$ cat src/rtl/dm_arbiter.sv
// Two-requester (core/host) data-memory arbiter with 1-cycle read return and
// registered write data. Define DM_ARB_STARVE_EN to enable the host starvation override.
module dm_arbiter #(
   parameter int DMA_SIZE   = 3,
   parameter int DMD_SIZE   = 16,
   parameter int STARVE_MAX = 4
) (
   input  logic                clk,
   input  logic                reset,
   input  logic                core_req,
   input  logic                core_wrb,
   input  logic [DMA_SIZE-1:0] core_add,
   input  logic [DMD_SIZE-1:0] core_wdt,
   input  logic                host_req,
   input  logic                host_wrb,
   input  logic [DMA_SIZE-1:0] host_add,
   input  logic [DMD_SIZE-1:0] host_wdt,
   output logic                core_gnt,
   output logic                host_gnt,
   output logic                core_rvalid,
   output logic                host_rvalid,
   output logic [DMD_SIZE-1:0] rdata,
   output logic                ps_dm_cslt,
   output logic                ps_dm_wrb,
   output logic [DMA_SIZE-1:0] dg_dm_add,
   output logic [DMD_SIZE-1:0] bc_dt,
   input  logic [DMD_SIZE-1:0] dm_bc_dt
);

   typedef enum logic [2:0] {IDLE, CORE_RD, CORE_WR, HOST_RD, HOST_WR} owner_t;

   owner_t state, state_nx;
   logic   armed;
   logic   force_host;

   // Grants stay off until the first clock edge after reset release.
   always_ff @(posedge clk or negedge reset)
      if (!reset) armed <= 1'b0;
      else        armed <= 1'b1;

`ifdef DM_ARB_STARVE_EN
   localparam int CW = $clog2(STARVE_MAX + 1);
   logic [CW-1:0] starve_cnt;

   assign force_host = host_req && (starve_cnt == CW'(STARVE_MAX));

   always_ff @(posedge clk or negedge reset)
      if (!reset)                              starve_cnt <= '0;
      else if (!host_req || host_gnt)          starve_cnt <= '0;
      else if (starve_cnt != CW'(STARVE_MAX))  starve_cnt <= starve_cnt + 1'b1;
`else
   assign force_host = 1'b0;
`endif

   assign core_gnt = armed & core_req & ~force_host;
   assign host_gnt = armed & host_req & (~core_req | force_host);

   always_comb begin
      ps_dm_cslt = 1'b0;
      ps_dm_wrb  = 1'b0;
      dg_dm_add  = '0;
      if (core_gnt) begin
         ps_dm_cslt = 1'b1;
         ps_dm_wrb  = core_wrb;
         dg_dm_add  = core_add;
      end else if (host_gnt) begin
         ps_dm_cslt = 1'b1;
         ps_dm_wrb  = host_wrb;
         dg_dm_add  = host_add;
      end
   end

   // Memory commits the write one cycle after select, so data lags the grant.
   always_ff @(posedge clk or negedge reset)
      if (!reset)                    bc_dt <= '0;
      else if (core_gnt && core_wrb) bc_dt <= core_wdt;
      else if (host_gnt && host_wrb) bc_dt <= host_wdt;

   always_ff @(posedge clk or negedge reset)
      if (!reset) state <= IDLE;
      else        state <= state_nx;

   always_comb begin
      state_nx = IDLE;
      if (core_gnt)      state_nx = core_wrb ? CORE_WR : CORE_RD;
      else if (host_gnt) state_nx = host_wrb ? HOST_WR : HOST_RD;
   end

   assign core_rvalid = (state == CORE_RD);
   assign host_rvalid = (state == HOST_RD);
   assign rdata       = (core_rvalid | host_rvalid) ? dm_bc_dt : '0;

endmodule
$ cat config.mk
export PLATFORM = sky130hd
export DESIGN_NAME = dm_arbiter
export DESIGN_NICKNAME = d
export VERILOG_FILES = /design/src/rtl/dm_arbiter.sv
export SDC_FILE = /design/constraint.sdc
export NUM_CORES = 1
export LEC_CHECK = 0
export ABC_CLOCK_PERIOD_IN_PS = 4400
export CAP_MARGIN = 40
export CORE_ASPECT_RATIO = 1.75
export CORE_MARGIN = 5
export CORE_UTILIZATION = 34
export DETAILED_ROUTE_END_ITERATION = 10
export PLACE_DENSITY = 0.94
export SLEW_MARGIN = 20
export SYNTH_ARGS = -nofsm -noshare
export SYNTH_HDL_FRONTEND = slang
export SYNTH_SLANG_ARGS = --single-unit
$ cat constraint.sdc
create_clock -name clk -period 4.4 [get_ports clk]
set_clock_uncertainty 0.15 [all_clocks]
set_input_delay 1.32 -clock clk [delete_from_list [all_inputs] [get_ports clk]]
set_output_delay 1.32 -clock clk [all_outputs]
set_load 0.02 [all_outputs]
# Yosys cells after proc, flatten, opt, wreduce, memory -nomap -nowiden
# Cells that the tools add are included.
[totals]
word_cells = 26
register_bits = 20
output_inout_bits = 41
inputBits = 60
[op_classes]
n_eq_ne = 2
n_bitwise = 5
n_mux = 13
n_reduce_logical = 3
[ops]
columns = ["cell", "n"]
rows = [
  ["$mux W16", 3],
  ["$mux W3", 5],
  ["$mux W1", 4],
  ["$and A1 B1 Y1", 3],
  ["$eq A3 B1 Y1 const B", 1],
  ["$eq A3 B2 Y1 const B", 1],
  ["$logic_and A1 B1 Y1", 2],
  ["$mux W2", 1],
  ["$reduce_bool A2 Y1", 1],
  ["$not A1 Y1", 1],
  ["$or A1 B1 Y1", 1],
]

# Longest topological paths before layout
# Gate-level depths: netlist of the first run.
[depth]
depth_word = 5
mapped_depth = 4
mapped_depth_nobuf = 4

# Worst setup path before layout of the first run
# No wires, ideal clock.
[synth_timing]
path_kind = "input to output"
from = "input host_req"
to = "output dg_dm_add[0]"
cell_stages = 4
required_time_ns = 2.930
path_buffers = 0
slack_ns = 0.810
arrival_ns = 2.120
path_cell_list = "nand2_1 > or2_2 > inv_1 > a22o_1"
[synth_between]
elab_chain_len = 4
[synth_rtl]
columns = ["element", "line", "rtl"]
rows = [
  ["from (decl)", "14", "input logic host_req,"],
  ["$and A1 B1 Y1 (2 in series)", "56", "assign host_gnt = armed & host_req & (~core_req | force_host);"],
  ["via host_gnt", "19", "output logic host_gnt,"],
  ["$mux W3", "66", "end else if (host_gnt) begin"],
  ["$mux W3", "62", "if (core_gnt) begin"],
  ["to (decl)", "25", "output logic [DMA_SIZE-1:0] dg_dm_add,"],
]
# The timed path passes the listed nets, and every way through them passes these cells.

# Worst setup path in the final report of the first run
[layout_timing]
from = "input core_req"
to = "output core_gnt"
[layout_between]
elab_chain_len = 1
[layout_rtl]
columns = ["element", "line", "rtl"]
rows = [
  ["from (decl)", "10", "input logic core_req,"],
  ["$and A1 B1 Y1", "55", "assign core_gnt = armed & core_req & ~force_host;"],
  ["to (decl)", "18", "output logic core_gnt,"],
]
# No other way between the ends.

==> flow_metrics.env, run 1 <==
export IMPL_syn_inst=91
export IMPL_post_route_drc_count=0
export IMPL_synth_edf_count=0
export IMPL_yosysWarnings=0
export IMPL_crit_path_end_kind="output pin"
export IMPL_status="completed"
export IMPL_synth_commonest_cells="dfrtp_1 (20), and2_1 (18), mux2_4 (18)"
export IMPL_slew_headroom_pct=46.1
export IMPL_overflow=0
export IMPL_gr_usage_met3_pct=5.40
export IMPL_period_share_pct=97.5
export IMPL_drv_cap=0
export IMPL_clockBufferDepth=2
export IMPL_setup_slack_ps=112
export IMPL_die_y_um=88.5
export IMPL_yosysSeqAreaShare_pct=41.8
export IMPL_irDropWorstVdd_mv=0.183
export IMPL_tightest_slew_ps=807
export IMPL_clock_sinks=20
export IMPL_grt_pass1_vias=1184
export IMPL_clockRootBuffer="clkbuf_8"
export IMPL_vias_per_cell=4.58
export IMPL_finalMaxSlewViolations=0
export IMPL_ios=101
export IMPL_cts_tree="done"
export IMPL_yosysTopAreaCell="dfrtp_1"
export IMPL_rows=28
export IMPL_netlist_area_leader_share_pct=41.8
export IMPL_firstDrtPassIters=2
export IMPL_grt_busiest_layer="met2"
export IMPL_hold_class="reg -> reg"
export IMPL_period_needed_ps=4290
export IMPL_cts_setup_buffers=0
export IMPL_power_density_mw_per_mm2=279
export IMPL_initialDrtViolationCount=6
export IMPL_postSynthAreaPerCell_um2=13.2
export IMPL_htree_levels=1
export IMPL_post_synth_top_count_cell="dfrtp_1"
export IMPL_hpwlAfterDp_um=3230
export IMPL_routabilityCongestion=0.775
export IMPL_vias=1108
export IMPL_synthMuxAreaShare_pct=35.7
export IMPL_holdWs_ps=356
export IMPL_die_area_mm2=0.00486
export IMPL_antenna_cells=0
export IMPL_syn_area_mm2=0.00120
export IMPL_cts_hold_buffers_added=0
export IMPL_ys_flop_type="dfrtp_1"
export IMPL_cp_arrival_ps=2820
export IMPL_cts_buffers=3
export IMPL_fmaxAchievable_ghz=0.233
export IMPL_ant_nets=0
export IMPL_die_w_um=54.9
export IMPL_grt_pass1_wl_um=5180
export IMPL_crit_path_max_fanout=4
export IMPL_placed_cells=238
export IMPL_dp_slack_ps=-79.2
export IMPL_setup_tns_ps=0
export IMPL_cts_clk_slew_worst_paths_ps=70
export IMPL_finalHoldViolations=0
export IMPL_grt_met2_usage_pct=30.5
export IMPL_clk_latency_ps=250
export IMPL_synth_seq_cells=20
export IMPL_synth_compound_area_share_pct=5.33
export IMPL_synth_simple_gate_area_share_pct=14.0
export IMPL_grtUsageTotal_pct=14.7
export IMPL_synth_top_family_by_area="multiplexers"
export IMPL_cp_start_kind="input port"
export IMPL_antenna_found_initial=0
export IMPL_io_buffers=100
export IMPL_ys_async_sr_fraction_pct=100
export IMPL_setup_viol=0
export IMPL_worst_setup_path_type="in -> out"
export IMPL_fp_coreArea_mm2=0.00340
export IMPL_synth_cell_types=18
export IMPL_rsz0062_at_grt="false"
export IMPL_finalWirelength_um=3640
export IMPL_finalNetCount=258
export IMPL_fin_cells=242
export IMPL_grt_start_max_net_pins=19
export IMPL_synthXorXnorAreaFrac_pct=0
export IMPL_layout_drive_gt1_share_pct=22.3
export IMPL_synth_nets=151
export IMPL_yosys_area_share_adder_pct=0
export IMPL_required_ps=2930
export IMPL_avgRoutedWirePerCell_um=15.0
export IMPL_yosys_top_cells_area="dfrtp_1 (42%), mux2_4 (23%), mux2_2 (13%)"
export IMPL_syn2layout_area_growth_pct=94.6
export IMPL_start_util_pct=35.2
export IMPL_met1_usage_pct=11.6
export IMPL_power_leakage_nw=1.04
==> final timing paths <==
| kind | from | end | slack (ps) | cells past startpoint |
|---|---|---|---|---|
| max | core_req | core_gnt | 110 | 5 |
| min | bc_dt[3]$_DFFE_PN0P_ | bc_dt[3]$_DFFE_PN0P_ | 360 | 1 |
| max reg2reg | armed$_DFF_PN0_ | bc_dt[10]$_DFFE_PN0P_ | 2750 | 3 |
| min reg2reg | bc_dt[3]$_DFFE_PN0P_ | bc_dt[3]$_DFFE_PN0P_ | 360 | 1 |
| max in group asynchronous | reset | bc_dt[7]$_DFFE_PN0P_ | 2480 | 2 |
| min in group asynchronous | reset | bc_dt[2]$_DFFE_PN0P_ | 1200 | 1 |
==> worst max-delay path: stages <==
cell             delay (ps)
clkdlybuf4s50_1         520
buf_4                   150
nand2_1                  70
inv_1                   120
clkdlybuf4s50_1         640
==> layout make-up <==
cell class,instances,area [um2]
clock buffers,4,55.1
fillers,254,1070
inverters,2,7.51
multi-input cells,66,663
flip-flops and latches,20,500
well taps,45,56.3
repair buffers,105,1050
==> cells by family after synthesis <==
family          after synthesis
buf+inv                       5
mux                          32
other cells                   1
flops                        20
compound gates                7
simple gates                 26
==> layer usage <==
layer / routed length (um) / part of all wire, % / vias to the layer above
met5: 0 / 0 / -
met3: 520 / 14 / 0
li1: - / - / 527
met1: 1010 / 28 / 511
met2: 2110 / 58 / 70
met4: 0 / 0 / 0
==> metrics by stage <==
| stage | utilization [%] | cell area (um2) | total power, mW |
|---|---|---|---|
| after floorplan | - | 1200 | 0.365 |
| after global placement | 66.5 | 2260 | 0.515 |
| after detailed placement | 66.9 | 2270 | 0.523 |
| after CTS | 68.4 | 2320 | 0.662 |
| after global routing | 68.6 | 2330 | 0.684 |
| final | 68.6 | 2330 | 0.651 |
==> where the power goes <==
part	internal, mW	total, mW	switching [mW]
Combinational	0.172	0.279	0.107
Clock	0.0795	0.137	0.0572
Sequential	0.217	0.235	0.0178
Total	0.468	0.651	0.182
==> timing repair <==
item / 4_1_cts / 5_1_grt
gates resized for setup: 3 / 2
endpoints found under the setup margin: 3 / 2
gates cloned: 0 / 0
==> sequential cells by signal (all words and copies together) (netlist names) <==
| register | flops |
|---|---|
| armed | 1 |
| bc_dt | 16 |
| state | 3 |
==> cell usage in the layout, fill, tap and decap left out <==
master,n
nor2b_1,2
or2_2,1
nand2_1,3
o22ai_1,1
dlygate4sd2_1,3
inv_1,2
and2_1,18
a21boi_4,1
clkdlybuf4s50_1,95
buf_4,4
o21a_1,1
o21ai_0,1
dlymetal6s2s_1,2
nand3b_1,1
buf_8,1
dfrtp_1,20
mux2_4,18
mux2_2,14
a22o_1,3
clkbuf_8,4
nand3_4,1
conb_1,1
Power figures use the tool's default switching activity.
==> inputs of run 2 (changes only) <==
- TNS_END_PERCENT: not set -> 20
==> results of run 2 <==
No change in the layout: final DEF, timing and power equal those of run 1.
==> inputs of run 3 (changes only) <==
- SKIP_CTS_REPAIR_TIMING: not set -> 1
==> run 3 against run 2 <==
Net effect:
- wire length increased by 1.6%
- first-iteration DRC count decreased by 33%
- global-route usage unchanged
- register-to-register slack about the same
- flip-flop and latch count unchanged
- power increased by 0.16%
- non-clock buffer count unchanged
- clock-buffer cell count unchanged
- largest power group unchanged
==> flow_metrics.env, run 3 (synthesis results as in run 1) <==
export IMPL_grt_busiest_layer="met2"
export IMPL_rows=28
export IMPL_finalHoldViolations=0
export IMPL_utilization_pct=68.9
export IMPL_mostFrequentLayoutCell="clkdlybuf4s50_1"
export IMPL_firstDrtPassIters=2
export IMPL_start_util_pct=35.2
export IMPL_period_needed_ps=4290
export IMPL_hold_class="reg -> reg"
export IMPL_antenna_cells=0
export IMPL_setup_slack_ps=113
export IMPL_dp_slack_ps=-79.2
export IMPL_cts_clk_slew_worst_paths_ps=70
export IMPL_initialDrtViolationCount=4
export IMPL_required_ps=2930
export IMPL_setup_tns_ps=0
export IMPL_overflow=0
export IMPL_power_leakage_nw=1.07
export IMPL_routabilityCongestion=0.775
export IMPL_placed_cells=238
export IMPL_die_area_mm2=0.00486
export IMPL_power_mw=0.652
export IMPL_ios=101
export IMPL_tightest_slew_ps=808
export IMPL_die_w_um=54.9
export IMPL_status="completed"
export IMPL_htree_levels=1
export IMPL_grt_pass1_vias=1184
export IMPL_layout_drive_gt1_share_pct=22.3
export IMPL_largest_reg_flops=16
export IMPL_cp_arrival_ps=2820
export IMPL_grt_met2_usage_pct=30.5
export IMPL_drv_cap=0
export IMPL_fp_coreArea_mm2=0.00340
export IMPL_finalWirelength_um=3700
export IMPL_clockRootBuffer="clkbuf_8"
export IMPL_finalMaxSlewViolations=0
export IMPL_largest_register="bc_dt"
export IMPL_grtUsageTotal_pct=14.7
export IMPL_grt_pass1_wl_um=5180
export IMPL_holdWs_ps=356
export IMPL_cts_tree="done"
export IMPL_power_density_mw_per_mm2=278
export IMPL_cp_start_kind="input port"
export IMPL_avgRoutedWirePerCell_um=15.3
export IMPL_fin_area_mm2=0.00234
export IMPL_met1_usage_pct=11.6
export IMPL_die_y_um=88.5
export IMPL_fmaxAchievable_ghz=0.233
export IMPL_hpwlAfterDp_um=3230
export IMPL_irDropWorstVdd_mv=0.183
export IMPL_clockBufferDepth=2
export IMPL_period_share_pct=97.4
export IMPL_antenna_found_initial=0
export IMPL_clock_sinks=20
export IMPL_reg_top3="bc_dt: 16 flops, state: 3 flops, armed: 1 flops"
export IMPL_slew_headroom_pct=46.0
export IMPL_cts_buffers=3
export IMPL_vias_per_cell=4.58
export IMPL_final_cell_mix="clkdlybuf4s50_1 (95), dfrtp_1 (20), and2_1 (18), mux2_4 (18), mux2_2 (14)"
export IMPL_crit_path_end_kind="output pin"
export IMPL_rsz0062_at_grt="false"
export IMPL_post_route_drc_count=0
export IMPL_gr_usage_met3_pct=5.40
export IMPL_io_buffers=100
export IMPL_finalNetCount=258
export IMPL_syn2layout_area_growth_pct=95.5
export IMPL_clk_latency_ps=250
export IMPL_fin_cells=242
export IMPL_setup_viol=0
export IMPL_grt_start_max_net_pins=19
export IMPL_worst_setup_path_type="in -> out"
export IMPL_vias=1109
export IMPL_placed_area_mm2=0.00227
export IMPL_crit_path_max_fanout=4
export IMPL_ant_nets=0
[run 3: cell types whose count changed in the layout (fill, tap and decap cells not counted), sizes merged]
cell and delta:
dlymetal6s2s +3, dlygate4sd2 -3
[run 3: final cells by class]
cell class                      instances  area, um2
Clock buffer                            4       55.1
Fill cell                             251       1060
Inverter                                2       7.51
Multi-Input combinational cell         66        663
Sequential cell                        20        500
Tap cell                               45       56.3
Timing Repair Buffer                  105       1060
[run 3: worst max-delay path, stage by stage]
cell and delay, ps:
clkdlybuf4s50_1 520, buf_4 150, nand2_1 70, inv_1 120, clkdlybuf4s50_1 640
[run 3: power breakdown]
part / total, mW / switching, mW / internal [mW] / leakage, nW
logic: 0.280 / 0.107 / 0.172 / 0.804
clock network: 0.137 / 0.0572 / 0.0795 / 0.0288
registers: 0.235 / 0.0178 / 0.217 / 0.240
total: 0.652 / 0.182 / 0.469 / 1.07
[run 3: routing by layer]
metal | vias up | share of wire [%]
li1 | 527 | -
met1 | 512 | 28
met2 | 70 | 58
met3 | 0 | 14
met4 | 0 | 0
met5 | - | 0
[run 3: path summary, 6_finish.rpt]
kind                                           start               endpoint  slack, ps  cells after the start
worst max register to register       armed$_DFF_PN0_  bc_dt[10]$_DFFE_PN0P_       2750                      3
worst min-delay path            bc_dt[3]$_DFFE_PN0P_   bc_dt[3]$_DFFE_PN0P_        360                      1
worst min register to register  bc_dt[3]$_DFFE_PN0P_   bc_dt[3]$_DFFE_PN0P_        360                      1
min in group asynchronous                      reset   bc_dt[2]$_DFFE_PN0P_       1200                      1
max in group asynchronous                      reset   bc_dt[7]$_DFFE_PN0P_       2480                      2
worst max-delay path                        core_req               core_gnt        110                      5
